**src/rtl/watch_display_scan.sv**
```systemverilog
// 6-digit multiplexed 7-segment scanner for the watch time digits, with a per-frame snapshot
// and a one-cycle anti-ghosting blank slot. Define DP_BLINK_EN to blink the separators at 1 Hz.
module watch_display_scan #(
  parameter int unsigned CLK_HZ         = 50_000_000,
  parameter int unsigned DIGIT_HZ       = 1200,
  parameter bit          SEG_ACTIVE_LOW = 1'b1,
  parameter bit          AN_ACTIVE_LOW  = 1'b1
) (
  input  logic       clk,
  input  logic       rst,
  input  logic [3:0] s_unidade,
  input  logic [3:0] s_dezena,
  input  logic [3:0] m_unidade,
  input  logic [3:0] m_dezena,
  input  logic [3:0] h_unidade,
  input  logic [3:0] h_dezena,
  input  logic       blank_lz,
  output logic [6:0] seg,
  output logic       dp,
  output logic [5:0] an,
  output logic [2:0] digit_idx,
  output logic       frame_start
);

  localparam int unsigned DIV = CLK_HZ / DIGIT_HZ;
  localparam int unsigned PW  = (DIV > 1) ? $clog2(DIV) : 1;
  localparam logic [PW-1:0] PRE_MAX = PW'(DIV - 1);

  if (DIV < 2) begin : g_div_check
    $error("watch_display_scan: CLK_HZ/DIGIT_HZ must be >= 2");
  end

  // Prescaler and slot sequencing
  logic [PW-1:0]     pre_q;
  logic [2:0]        idx_q;
  logic [2:0]        idx_next;
  logic              tick;
  logic              wrap;
  logic              show_q;
  logic              fs_q;
  logic [5:0][3:0]   shadow_q;

  // Output registers are kept active-high; polarity is applied at the ports.
  logic [5:0]        an_q;
  logic [6:0]        seg_q;
  logic              dp_q;

  logic [3:0]        cur_digit;
  logic [5:0]        an_d;
  logic [6:0]        seg_d;
  logic              dp_d;
  logic              sep;
  logic              blink_on;

  assign tick     = (pre_q == PRE_MAX);
  assign idx_next = (idx_q == 3'd5) ? 3'd0 : idx_q + 3'd1;
  assign wrap     = tick && (idx_q == 3'd5);

  always_ff @(posedge clk) begin
    if (!rst) begin
      pre_q    <= '0;
      idx_q    <= 3'd5;
      show_q   <= 1'b0;
      fs_q     <= 1'b0;
      shadow_q <= '0;
      an_q     <= '0;
      seg_q    <= '0;
      dp_q     <= 1'b0;
    end else begin
      pre_q  <= tick ? '0 : pre_q + 1'b1;
      show_q <= tick;
      fs_q   <= wrap;
      if (tick) begin
        idx_q <= idx_next;
      end
      // Snapshot only at the frame boundary so one frame never mixes two seconds.
      if (wrap) begin
        shadow_q <= {h_dezena, h_unidade, m_dezena, m_unidade, s_dezena, s_unidade};
      end
      if (tick) begin
        an_q <= '0;
      end else if (show_q) begin
        an_q  <= an_d;
        seg_q <= seg_d;
        dp_q  <= dp_d;
      end
    end
  end

  always_comb begin
    cur_digit = shadow_q[0];
    case (idx_q)
      3'd1:    cur_digit = shadow_q[1];
      3'd2:    cur_digit = shadow_q[2];
      3'd3:    cur_digit = shadow_q[3];
      3'd4:    cur_digit = shadow_q[4];
      3'd5:    cur_digit = shadow_q[5];
      default: cur_digit = shadow_q[0];
    endcase
  end

  // Active-high g..a patterns; non-BCD shows a dash.
  always_comb begin
    seg_d = 7'b1000000;
    case (cur_digit)
      4'd0:    seg_d = 7'b0111111;
      4'd1:    seg_d = 7'b0000110;
      4'd2:    seg_d = 7'b1011011;
      4'd3:    seg_d = 7'b1001111;
      4'd4:    seg_d = 7'b1100110;
      4'd5:    seg_d = 7'b1101101;
      4'd6:    seg_d = 7'b1111101;
      4'd7:    seg_d = 7'b0000111;
      4'd8:    seg_d = 7'b1111111;
      4'd9:    seg_d = 7'b1101111;
      default: seg_d = 7'b1000000;
    endcase
    if ((idx_q == 3'd5) && blank_lz && (cur_digit == 4'd0)) begin
      seg_d = 7'b0000000;
    end
  end

  always_comb begin
    an_d = '0;
    case (idx_q)
      3'd0:    an_d = 6'b000001;
      3'd1:    an_d = 6'b000010;
      3'd2:    an_d = 6'b000100;
      3'd3:    an_d = 6'b001000;
      3'd4:    an_d = 6'b010000;
      3'd5:    an_d = 6'b100000;
      default: an_d = 6'b000000;
    endcase
  end

  assign sep  = (idx_q == 3'd2) || (idx_q == 3'd4);
  assign dp_d = sep && blink_on;

`ifdef DP_BLINK_EN
  localparam int unsigned HALF = ((DIGIT_HZ / 2) > 0) ? (DIGIT_HZ / 2) : 1;
  localparam int unsigned BW   = (HALF > 1) ? $clog2(HALF) : 1;
  localparam logic [BW-1:0] BLINK_MAX = BW'(HALF - 1);

  logic [BW-1:0] blink_cnt_q;
  logic          blink_q;

  // Counts slot ticks; toggling every DIGIT_HZ/2 ticks gives a 1 Hz blink.
  always_ff @(posedge clk) begin
    if (!rst) begin
      blink_cnt_q <= '0;
      blink_q     <= 1'b1;
    end else if (tick) begin
      if (blink_cnt_q == BLINK_MAX) begin
        blink_cnt_q <= '0;
        blink_q     <= ~blink_q;
      end else begin
        blink_cnt_q <= blink_cnt_q + 1'b1;
      end
    end
  end

  assign blink_on = blink_q;
`else
  assign blink_on = 1'b1;
`endif

  assign seg         = SEG_ACTIVE_LOW ? ~seg_q : seg_q;
  assign dp          = SEG_ACTIVE_LOW ? ~dp_q : dp_q;
  assign an          = AN_ACTIVE_LOW ? ~an_q : an_q;
  assign digit_idx   = idx_q;
  assign frame_start = fs_q;

endmodule
```
**config.mk**
```make
export PLATFORM = sky130hd
export DESIGN_NAME = watch_display_scan
export DESIGN_NICKNAME = d
export VERILOG_FILES = /design/src/rtl/watch_display_scan.sv
export SDC_FILE = /design/constraint.sdc
export NUM_CORES = 1
export LEC_CHECK = 0
export ABC_AREA = 1
export BUFFER_PORTS_ARGS = -buffer_cell sky130_fd_sc_hd__buf_4
export CORE_MARGIN = 1
export CORE_UTILIZATION = 60
export DETAILED_ROUTE_END_ITERATION = 8
export GPL_ROUTABILITY_DRIVEN = 0
export PLACE_DENSITY = 0.95
export SYNTH_ARGS = -nofsm -noshare
export SYNTH_HDL_FRONTEND = slang
export SYNTH_SLANG_ARGS = --single-unit
```
**constraint.sdc**
```tcl
create_clock -name clk -period 5.18 [get_ports clk]
set_input_delay 0.518 -clock clk [delete_from_list [all_inputs] [get_ports clk]]
set_output_delay 0.518 -clock clk [all_outputs]
set_load 0.01 [all_outputs]
```
### Yosys cells after proc, flatten, opt, wreduce, memory -nomap -nowiden

Memories as Yosys holds them, arrays and structs flattened.
Index checks and enable logic that the tools add are counted.

| storage, ports and cells | value |
|---|---|
| bits in registers | 59 |
| latch bits | 0 |
| memory bits (writable) | 0 |
| memory bits (read-only) | 112 |
| output and inout port bits | 18 |
| logic and storage cells | 39 |
| memories | 1 |

| cells by class | value |
|---|---|
| $add $sub $neg | 2 |
| $mul | 0 |
| div/mod/pow operators | 0 |
| magnitude comparators | 0 |
| equal/unequal tests | 6 |
| shift operators | 0 |
| mux-type cells | 4 |
| bitwise operators | 5 |
| reductions and logical operators | 8 |

Memories:

| name | words | width | read ports | clocked after Yosys merged registers in | wr ports | line | source |
|---|---|---|---|---|---|---|---|
| (no name shown) | 16 | 7 | 1 | 0 | 0 | 105 | `case (cur_digit)` |

Operators with widths:

| kind | count |
|---|---|
| $pmux W6 S6 | 1 |
| $pmux W4 S5 | 1 |
| $add A16 B1 Y16 const B | 1 |
| $eq A16 B16 Y1 const B | 1 |
| $mux W7 | 1 |
| $not A7 Y7 | 1 |
| $eq A3 B2 Y1 const B | 2 |
| $eq A3 B3 Y1 const B | 2 |
| $not A6 Y6 | 1 |
| $logic_not A4 Y1 | 1 |
| $add A3 B1 Y3 const B | 1 |
| $eq A3 B1 Y1 const B | 1 |
| $logic_and A1 B1 Y1 | 3 |
| $logic_not A3 Y1 | 1 |
| $mux W3 | 1 |
| $not A1 Y1 | 3 |
| $reduce_and A2 Y1 | 1 |
| $reduce_or A2 Y1 | 1 |
| $logic_or A1 B1 Y1 | 1 |

### Depth between registers and ports, before layout

Gate-level depths: netlist of run 1.

| logic depth | value |
|---|---|
| depth in word-level cells | 5 |
| depth in mapped cells | 16 |

### Least setup slack after synthesis of run 1

Ideal clock, no wire load.

| timing path | value |
|---|---|
| path kind | register to register |
| from | register idx_q[2], in the netlist digit_idx[2] |
| to | register seg_q[5] |
| library setup time | 72 ps |
| arrival | 2163 ps |
| setup slack | 2945 ps |
| stages on the path, launching flop included | 15 |
| buffers on the path | 1 |
| clock period less this slack | 2235 ps |
| cell sequence | dfxtp_1 > buf_4 > inv_2 > ha_1 > inv_1 > nand2_1 > nor2_8 > inv_1 > o21ai_1 > inv_1 > ha_1 > nand3b_1 > nand3_1 > nand3_1 > a21oi_1 |

| between the ends | value |
|---|---|
| word-level cells in the longest chain between the ends | 5 |
| elaborated cells on any way between the ends | 11 |
| classes of those cells | eq/ne (5); mux (2); reduce/logical (3); memory (1) |

RTL lines:

| element | line | source |
|---|---|---|
| start, declared | 35 | `logic [2:0] idx_q;` |
| start signal, assigned | 74 | `idx_q <= idx_next;` |
| branches (longest 4 deep; another with $mem_v2 Z16 W7) | -- |  |
| $mux W7 (*) | 118 | `if ((idx_q == 3'd5) && blank_lz && (cur_digit == 4'd0)) begin` |
| end signal, assigned | 84 | `seg_q <= seg_d;` |
| end, declared | 45 | `logic [6:0] seg_q;` |

Every way passes the cells marked *.
A chain may end at the register's enable or synchronous reset.

### Final worst setup path of run 1

Ends and elaborated chain as after synthesis.

==> results of run 1 <==
## sequential cells by signal, indices dropped and copies added, names as in the netlist
name,cells
an_q,6
digit_idx,3
dp_q,1
frame_start,1
pre_q,16
seg_q,7
shadow_q,24
show_q,1
## cell type report
type	count	area share [%]
Clock buffer	11	4.52
Clock inverter	5	2.24
Inverter	67	7.51
Multi-Input combinational cell	248	38.4
Sequential cell	59	35.3
Tap cell	52	1.94
Timing Repair Buffer	45	10.1
## worst max-delay path, stage by stage, from the launching register on
cell	delay (ns)
dfxtp_1	0.53
inv_2	0.14
ha_1	0.25
inv_1	0.06
nand2_1	0.12
nor2_8	0.20
inv_1	0.06
o21ai_1	0.34
inv_1	0.13
ha_1	0.21
nand3b_1	0.17
nand3_1	0.10
nand3_1	0.08
a21oi_1	0.13
## metrics by stage
step                      instance area (sq um)  util (%)  hold slack (ns)  cells
after floorplan                            2760         -            0.423    384
final                                      3350      76.4            0.449    487
after CTS                                  3350      76.4            0.446    487
after global placement                     3120      71.2            0.434    471
after global routing                       3350      76.4            0.459    487
after detailed placement                   3120      71.2            0.439    471
## power by group through the flow
stage / sequential [mW] / clock, mW / combinational, mW
finish: 0.460 / 0.471 / 0.0799
global route: 0.460 / 0.496 / 0.0901
CTS: 0.460 / 0.476 / 0.0796
detailed placement: 0.470 / 0 / 0.0793
global placement: 0.470 / 0 / 0.0754
floorplan: 0.470 / 0 / 0.0512
## worst paths after layout
check                                                from                        end  depth (start not counted)
worst max-delay path            digit_idx[2]$_SDFFE_PN1P_      seg_q[5]$_SDFFE_PN0P_                         13
worst min-delay path            shadow_q[13]$_SDFFE_PN0P_  shadow_q[13]$_SDFFE_PN0P_                          2
worst max register to register  digit_idx[2]$_SDFFE_PN1P_      seg_q[5]$_SDFFE_PN0P_                         13
worst min register to register  shadow_q[13]$_SDFFE_PN0P_  shadow_q[13]$_SDFFE_PN0P_                          2
## layout by cell type, fill, tap and decap left out, types with 2 or more instances in the layout
master,netlist,routed
nand3b_1,4,4
nor3b_1,2,2
bufinv_16,0,2
inv_2,3,3
buf_4,1,45
nor3_1,3,3
o21ai_0,35,35
nand2_1,63,63
clkinv_2,0,3
dfxtp_1,59,59
inv_1,63,63
nor4_1,2,2
nor2_1,37,37
ha_1,9,9
clkbuf_8,0,11
nand3_1,22,22
a22oi_1,3,3
nor2_4,2,2
a21oi_1,43,43
nand2_2,6,6
nand2_4,3,3
nor2_2,5,5
## kinds of logic after synthesis
| logic type | count (synthesis) | share of synthesized area (%) |
|---|---|---|
| and+or+nand+nor | 155 | 26.8 |
| AOI/OAI and AO/OA | 83 | 15.4 |
| buffers and inverters | 77 | 10.6 |
| DFF | 59 | 42.8 |
| adders and majority gates | 9 | 4.08 |
| xor gates and xnor gates | 1 | 0.317 |
## layer usage
layer	vias to the layer above	part of all wire, %
met5	-	0
li1	1308	-
met3	12	5.3
met4	0	1.6
met2	89	52
met1	1133	41
==> flow_metrics.env, run 1 <==
export IMPL_grt_pass1_wl_mm=10.2
export IMPL_mappedNetlistArea_sq_um=2760
export IMPL_sw_frac_of_total_pct=22.5
export IMPL_pwr_share_comb_pct=7.9
export IMPL_finalSetupTns_ns=0
export IMPL_detail_route_vias_per_cell=5.22
export IMPL_regToRegSetupSlack_ns=2.58
export IMPL_setup_ws_ns=2.58
export IMPL_synth_common_cells="63 x inv_1, 63 x nand2_1, 59 x dfxtp_1"
export IMPL_p_total_mw=1.01
export IMPL_ant_nets=0
export IMPL_ff_latch_area_sq_um=1180
export IMPL_crit_type="reg -> reg"
export IMPL_cp_end_kind="flop"
export IMPL_clkTransAtPathRegs_ns=0.07
export IMPL_die_area_sq_um=4880
export IMPL_outcome="completed"
export IMPL_synthFlopType="dfxtp_1"
export IMPL_grt_pass1_vias=2460
export IMPL_power_frac_seq_pct=45.5
export IMPL_fillers=327
export IMPL_nNetsFinal=466
export IMPL_worstMarginPinSlew_ns=0.515
export IMPL_synthTopCellsByArea="dfxtp_1 43%, inv_1 8.6%, nand2_1 8.6%"
export IMPL_cts_tree="done"
export IMPL_drive_gt1_share_pct=19.1
export IMPL_drt_wl_total_mm=6.01
export IMPL_cts_root_buf="clkbuf_8"
export IMPL_drt_iter0_drc=122
export IMPL_synth_top_area_share_pct=42.8
export IMPL_antenna_cells=0
export IMPL_cts_sinks=59
export IMPL_maxCapViolCount=0
export IMPL_synth_seq_cells=59
export IMPL_clk_path_buf_depth=2
export IMPL_insertion_delay_ns=0.34
export IMPL_worstPathRequired_ns=5.44
export IMPL_groute_usage_overall_pct=26.8
export IMPL_vias=2542
export IMPL_postCtsHoldBufs=0
export IMPL_yosysTopAreaCell="dfxtp_1"
export IMPL_use_met1_pct=28.6
export IMPL_grt_max_degree=49
export IMPL_gr_usage_met2_pct=46.7
export IMPL_wl_per_cell_microns=12.3
export IMPL_route_detailed_drc=0
export IMPL_clkPwrFrac_pct=46.6
export IMPL_place_ws_ns=2.60
export IMPL_multi_input_area_sq_um=1290
export IMPL_leakagePower_nw=1.38
export IMPL_antenna_found_initial=0
export IMPL_synthArstFlopShare_pct=0
export IMPL_synth_edf_count=0
export IMPL_avgSynthCellArea_sq_um=7.19
export IMPL_start_kind="flop"
export IMPL_cts_setup_buffers=0
export IMPL_grt_ovfl_total=0
export IMPL_port_buffers=44
export IMPL_initial_core_util_pct=63.0
export IMPL_slew_viol_final=0
export IMPL_p_per_area_nw_per_um2=302
export IMPL_vdd_drop_max_v=0.000207
export IMPL_arrival_ns=2.86
export IMPL_numCtsBuffers=9
export IMPL_area_growth_pct=21.3
export IMPL_fin_skew_ns=0.00535
export IMPL_hold_viol=0
export IMPL_die_w_microns=69.8
export IMPL_min_path_type="reg -> reg"
export IMPL_synth_cells=384
export IMPL_busiest_layer="met2"
export IMPL_dpl_hpwl_mm=4.38
export IMPL_core_area_sq_um=4380
export IMPL_ys_types=30
export IMPL_io_pins=45
export IMPL_setup_violations_final=0
export IMPL_clock_fmax_mhz=384
export IMPL_drt_first_pass_iters=5
export IMPL_syn_nets=420
export IMPL_die_h_microns=69.8
export IMPL_p_switching_mw=0.227
export IMPL_fin_crit_sh_pct=50.2
export IMPL_rows=24
export IMPL_rsz0062_at_grt="false"
export IMPL_post_cts_resize_count=0
export IMPL_ys_warn_count=0
export IMPL_critPathMaxFanout=10
export IMPL_slew_headroom_pct=65.6
export IMPL_min_period_ns=2.60
export IMPL_use_met3_pct=7.99
export IMPL_ctsHtreeMaxLevel=3
export IMPL_seq_area_frac_synth_pct=42.8
export IMPL_p_int_mw=0.784
No activity file was read; power rests on OpenSTA's default activity.
==> run 2: changes to the inputs <==
ABC_AREA = 0   (was 1)
CORE_UTILIZATION = 56   (was 60)
PLACE_DENSITY = 0.91   (was 0.95)
clock period = 2.7 ns   (was 5.18 ns; I/O delays follow)
==> flow_metrics.env, run 2 <==
export IMPL_numCtsBuffers=9
export IMPL_setup_ws_ns=0.166
export IMPL_r2r_cells=11
export IMPL_leakagePower_nw=1.40
export IMPL_antenna_cells=0
export IMPL_grt_pass1_vias=2478
export IMPL_final_cell_mix="67 x nand2_1, 57 x dfxtp_1, 52 x buf_4"
export IMPL_syn_nets=389
export IMPL_critPathMaxFanout=5
export IMPL_antenna_found_initial=0
export IMPL_grt_ovfl_total=0
export IMPL_synth_seq_cells=59
export IMPL_synth_cells=353
export IMPL_rows=26
export IMPL_design_area_sq_um=3540
export IMPL_initial_core_util_pct=57.9
export IMPL_synthArstFlopShare_pct=0
export IMPL_drive_gt1_share_pct=19.8
export IMPL_die_area_sq_um=5570
export IMPL_hold_depth=3
export IMPL_ctsHtreeMaxLevel=3
export IMPL_groute_usage_overall_pct=27.0
export IMPL_ff_latch_area_sq_um=1180
export IMPL_ys_warn_count=0
export IMPL_maxCapViolCount=0
export IMPL_largest_reg_flops=24
export IMPL_outcome="completed"
export IMPL_multi_input_area_sq_um=1630
export IMPL_place_ws_ns=0.0241
export IMPL_start_kind="flop"
export IMPL_ant_nets=0
export IMPL_min_period_ns=2.53
export IMPL_cts_sinks=59
export IMPL_hold_viol=0
export IMPL_nNetsFinal=435
export IMPL_die_w_microns=74.7
export IMPL_route_detailed_drc=0
export IMPL_yosysTopAreaCell="dfxtp_1"
export IMPL_worstPathRequired_ns=2.97
export IMPL_area_growth_pct=19.8
export IMPL_synth_top_area_share_pct=39.9
export IMPL_slew_viol_final=0
export IMPL_fillers=399
export IMPL_rsz0062_at_grt="false"
export IMPL_p_per_area_nw_per_um2=464
export IMPL_min_path_type="in -> reg"
export IMPL_clock_fmax_mhz=395
export IMPL_drt_iter0_drc=259
export IMPL_grt_pass1_wl_mm=11.0
export IMPL_finalSetupTns_ns=0
export IMPL_cts_root_buf="clkbuf_8"
export IMPL_critPathMaxStageDelay_ns=0.42
export IMPL_setup_violations_final=0
export IMPL_drt_first_pass_iters=6
export IMPL_cpMaxStageDelayCell="dfxtp_1"
export IMPL_synth_common_cells="67 x nand2_1, 59 x dfxtp_1, 33 x nor2_1"
export IMPL_mostFrequentLayoutCell="nand2_1"
export IMPL_clkTransAtPathRegs_ns=0.06
export IMPL_path_cells="and2_1, ha_1, a32oi_1, a31oi_2, inv_1, ha_1, nand4_1, nor4_1, nor2_1, nand2_1, o21ai_1"
export IMPL_placed_area_sq_um=3360
export IMPL_cpMostUsedCell="ha_1"
export IMPL_port_buffers=44
export IMPL_vdd_drop_max_v=0.000278
export IMPL_fin_crit_sh_pct=93.8
export IMPL_detail_route_vias_per_cell=5.68
export IMPL_avgSynthCellArea_sq_um=8.38
export IMPL_slew_headroom_pct=53.7
export IMPL_dpl_hpwl_mm=5.01
export IMPL_die_h_microns=74.7
export IMPL_wl_per_cell_microns=15.1
export IMPL_fin_skew_ns=0.00580
export IMPL_insertion_delay_ns=0.34
export IMPL_mappedNetlistArea_sq_um=2960
export IMPL_ys_types=56
export IMPL_synthTopCellsByArea="dfxtp_1 40%, nand2_1 8.5%, a21boi_1 5.3%"
export IMPL_clk_path_buf_depth=2
export IMPL_synth_edf_count=0
export IMPL_crit_type="reg -> reg"
export IMPL_vias=2691
export IMPL_synthFlopType="dfxtp_1"
export IMPL_yosysMostFrequentCell="nand2_1"
export IMPL_core_area_sq_um=5110
export IMPL_drt_wl_total_mm=7.15
export IMPL_grt_max_degree=39
export IMPL_reg_top3="shadow_q: 24 flops, pre_q: 16 flops, seg_q: 7 flops"
export IMPL_seq_area_frac_synth_pct=39.9
export IMPL_cts_tree="done"
export IMPL_arrival_ns=2.80
export IMPL_regMostFlops="shadow_q"
export IMPL_io_pins=45
export IMPL_cp_end_kind="flop"
export IMPL_final_core_util_pct=69.3
export IMPL_worstMarginPinSlew_ns=0.692
## run 2: cell count changes in the layout (fill, tap and decap cells not counted), moves of 7 or more
cell      before  now
o21ai_0       35    6
a21oi_1       43    7
a21boi_1       0   21
nand3_1       22    8
xor2_1         0    9
inv_1         63   21
buf_4         45   52
mux2i_1        0   10
## run 2: kinds of logic (layout without fill, tap and decap cells)
kind of cell	Yosys count	count (layout)	synth area share (%)
XOR/XNOR	16	16	4.74
adder cells (fa/ha/maj)	9	9	3.81
multiplexers	10	10	3.39
AND/OR/NAND/NOR	147	147	23.5
AO/OA/AOI/OAI	74	74	19.3
flip-flops	59	59	39.9
buffers and inverters	38	89	5.29
## run 2: cell type report
type	count	share of cell area, %
Sequential cell	59	33.4
Timing Repair Buffer	52	11.0
Clock inverter	2	0.283
Tap cell	70	2.47
Clock buffer	14	4.59
Inverter	21	2.23
Multi-Input combinational cell	256	46.0
## run 2: timing repair
item / CTS / global route
setup endpoints to repair: 2 / 7
hold buffers: 0 / 0
endpoints found under the hold margin: 0 / 0
buffers inserted: 0 / 0
resized for setup: 1 / 3
## run 2: per-stage QoR
| stage | cells | hold WS, ns | total power [mW] |
|---|---|---|---|
| 2_1_floorplan | 353 | 0.409 | 0.921 |
| 3_3_place_gp | 458 | 0.440 | 0.952 |
| 3_5_place_dp | 458 | 0.450 | 0.954 |
| 4_1_cts | 474 | 0.174 | 1.66 |
| 5_1_grt | 474 | 0.179 | 1.70 |
| 6_report | 474 | 0.182 | 1.64 |
## run 2: routing by layer
metal	part of all wire [%]	vias up	track usage (%)
met1	42	1232	31.8
met3	6.9	30	7.10
li1	-	1297	-
met4	4.2	0	18.0
met5	0	-	0
met2	47	132	43.3
## run 2: worst max-delay path: cells and delay by family (launching register included)
kind / cells / cell delay [ns]
buffers and inverters: 1 / 0.14
AO/OA/AOI/OAI: 3 / 0.61
AND/OR/NAND/NOR: 5 / 0.77
flip-flops: 1 / 0.42
adder cells (fa/ha/maj): 2 / 0.53
## run 2: worst paths after layout
check                                   end  slack, ns                 startpoint
hold reg to reg   shadow_q[11]$_SDFFE_PN0P_       0.45  shadow_q[11]$_SDFFE_PN0P_
hold / removal    shadow_q[11]$_SDFFE_PN0P_       0.18               m_unidade[3]
setup reg to reg      seg_q[3]$_SDFFE_PN0P_       0.17  digit_idx[1]$_SDFFE_PN0P_
setup / recovery      seg_q[3]$_SDFFE_PN0P_       0.17  digit_idx[1]$_SDFFE_PN0P_
## run 2: report_power, final
group / internal [mW] / switching [mW] / total (mW) / leakage [nW]
Clock: 0.381 / 0.327 / 0.708 / 0.0905
Sequential: 0.874 / 0.00486 / 0.879 / 0.475
Combinational: 0.0339 / 0.0217 / 0.0556 / 0.836
==> run 3: changes to the inputs <==
ABC_AREA = 1   (was 0)
CORE_ASPECT_RATIO = 0.7   (was not set)
==> flow_metrics.env, run 3 (synthesis gave the netlist of run 1 again) <==
export IMPL_reg_top3="shadow_q: 24 flops, pre_q: 16 flops, seg_q: 7 flops"
export IMPL_grt_ovfl_total=0
export IMPL_final_cells=502
export IMPL_drt_wl_total_mm=5.97
export IMPL_leakagePower_nw=1.37
export IMPL_insertion_delay_ns=0.34
export IMPL_finalSetupTns_ns=0
export IMPL_cts_root_buf="clkbuf_8"
export IMPL_rsz0062_at_grt="false"
export IMPL_core_area_sq_um=4530
export IMPL_antenna_cells=0
export IMPL_detail_route_vias_per_cell=4.99
export IMPL_grt_max_degree=49
export IMPL_arrival_ns=2.71
export IMPL_maxCapViolCount=0
export IMPL_setup_violations_final=0
export IMPL_antenna_found_initial=0
export IMPL_regMostFlops="shadow_q"
export IMPL_largest_reg_flops=24
export IMPL_numCtsBuffers=9
export IMPL_groute_usage_overall_pct=26.1
export IMPL_drive_gt1_share_pct=19.3
export IMPL_initial_core_util_pct=61.0
export IMPL_postCtsHoldBufs=0
export IMPL_p_per_area_nw_per_um2=555
export IMPL_rows=20
export IMPL_fillers=378
export IMPL_drt_iter0_drc=97
export IMPL_wl_per_cell_microns=11.9
export IMPL_critPathMaxFanout=8
export IMPL_die_w_microns=85.9
export IMPL_drt_first_pass_iters=4
export IMPL_multi_input_area_sq_um=1290
export IMPL_cts_tree="done"
export IMPL_crit_start="digit_idx[0]$_SDFFE_PN1P_"
export IMPL_cts_sinks=59
export IMPL_slew_headroom_pct=65.6
export IMPL_io_pins=45
export IMPL_fin_skew_ns=0.00812
export IMPL_worstMarginPinSlew_ns=0.515
export IMPL_vdd_drop_max_v=0.000382
export IMPL_port_buffers=44
export IMPL_cts_setup_buffers=0
export IMPL_vias=2505
export IMPL_dp_cells=486
export IMPL_nNetsFinal=467
export IMPL_ant_nets=0
export IMPL_hold_viol=0
export IMPL_clk_path_buf_depth=2
export IMPL_ff_latch_area_sq_um=1180
export IMPL_clkTransAtPathRegs_ns=0.07
export IMPL_slew_viol_final=0
export IMPL_dpl_hpwl_mm=4.44
export IMPL_place_ws_ns=0.313
export IMPL_post_cts_resize_count=0
export IMPL_die_h_microns=60.8
export IMPL_cp_end_kind="flop"
export IMPL_crit_type="reg -> reg"
export IMPL_min_period_ns=2.45
export IMPL_start_kind="flop"
export IMPL_grt_pass1_vias=2433
export IMPL_fin_crit_sh_pct=90.7
export IMPL_grt_pass1_wl_mm=10.3
export IMPL_area_growth_pct=21.7
export IMPL_setup_ws_ns=0.252
export IMPL_final_cell_mix="63 x inv_1, 63 x nand2_1, 59 x dfxtp_1"
export IMPL_outcome="completed"
export IMPL_clock_fmax_mhz=408
export IMPL_ctsHtreeMaxLevel=3
export IMPL_min_path_type="in -> reg"
export IMPL_min_delay_start="h_unidade[1]"
export IMPL_die_area_sq_um=5220
export IMPL_worstPathRequired_ns=2.96
export IMPL_p_total_mw=1.86
export IMPL_route_detailed_drc=0
export IMPL_r2r_start="digit_idx[0]$_SDFFE_PN1P_"
[run 3: changes by cell type in the layout (fill, tap and decap cells not counted), sizes merged, moves of 10 or more]
cell | previous run | this run
a21boi | 26 | 0
nand3 | 8 | 23
mux2i | 10 | 0
o21ai | 13 | 36
inv | 21 | 66
nor2 | 33 | 45
a21oi | 8 | 43
[run 3: final timing paths]
path	slack (ns)	endpoint	depth (start not counted)
max	0.25	seg_q[3]$_SDFFE_PN0P_	15
min reg2reg	0.45	shadow_q[13]$_SDFFE_PN0P_	2
max reg2reg	0.25	seg_q[3]$_SDFFE_PN0P_	15
min	0.20	shadow_q[17]$_SDFFE_PN0P_	3
[run 3: per-stage QoR]
stage | instance area (sq um) | util (%) | hold slack (ns)
2_1_floorplan | 2760 | - | 0.408
3_3_place_gp | 3150 | 69.5 | 0.435
3_5_place_dp | 3150 | 69.5 | 0.439
4_1_cts | 3360 | 74.2 | 0.199
5_1_grt | 3360 | 74.2 | 0.201
6_report | 3360 | 74.2 | 0.204
[run 3: cell type report]
cell class	instances	area share [%]
sequential	59	35.1
tap	66	2.46
clock inverter	5	1.82
timing repair buffer	46	10.3
clock buffer	11	4.50
multi-input combinational	248	38.3
inverter	67	7.48
[run 3: critical path, cell delays in order, from the launching register on]
cell	delay, ns
dfxtp_1	0.49
nand2_1	0.11
inv_1	0.09
ha_1	0.17
inv_1	0.04
nand2_1	0.15
nor2_8	0.08
nor2_1	0.13
nand2_1	0.07
nand2_1	0.15
inv_1	0.11
ha_1	0.29
nand3b_1	0.17
nand3_1	0.09
nand3_1	0.08
a21oi_1	0.14
[run 3: layer usage]
metal | global-route usage, % | wire length, microns | share of wire (%)
met4 | 8.81 | 63 | 1.1
met3 | 9.66 | 365 | 6.1
met1 | 29.9 | 2750 | 46
met2 | 46.1 | 2800 | 47
met5 | 0 | 0 | 0
[run 3: power breakdown]
| group | total [mW] | switching, mW | internal [mW] |
|---|---|---|---|
| clock | 0.829 | 0.352 | 0.477 |
| sequential | 0.882 | 0.00670 | 0.875 |
| combinational | 0.153 | 0.0896 | 0.0632 |
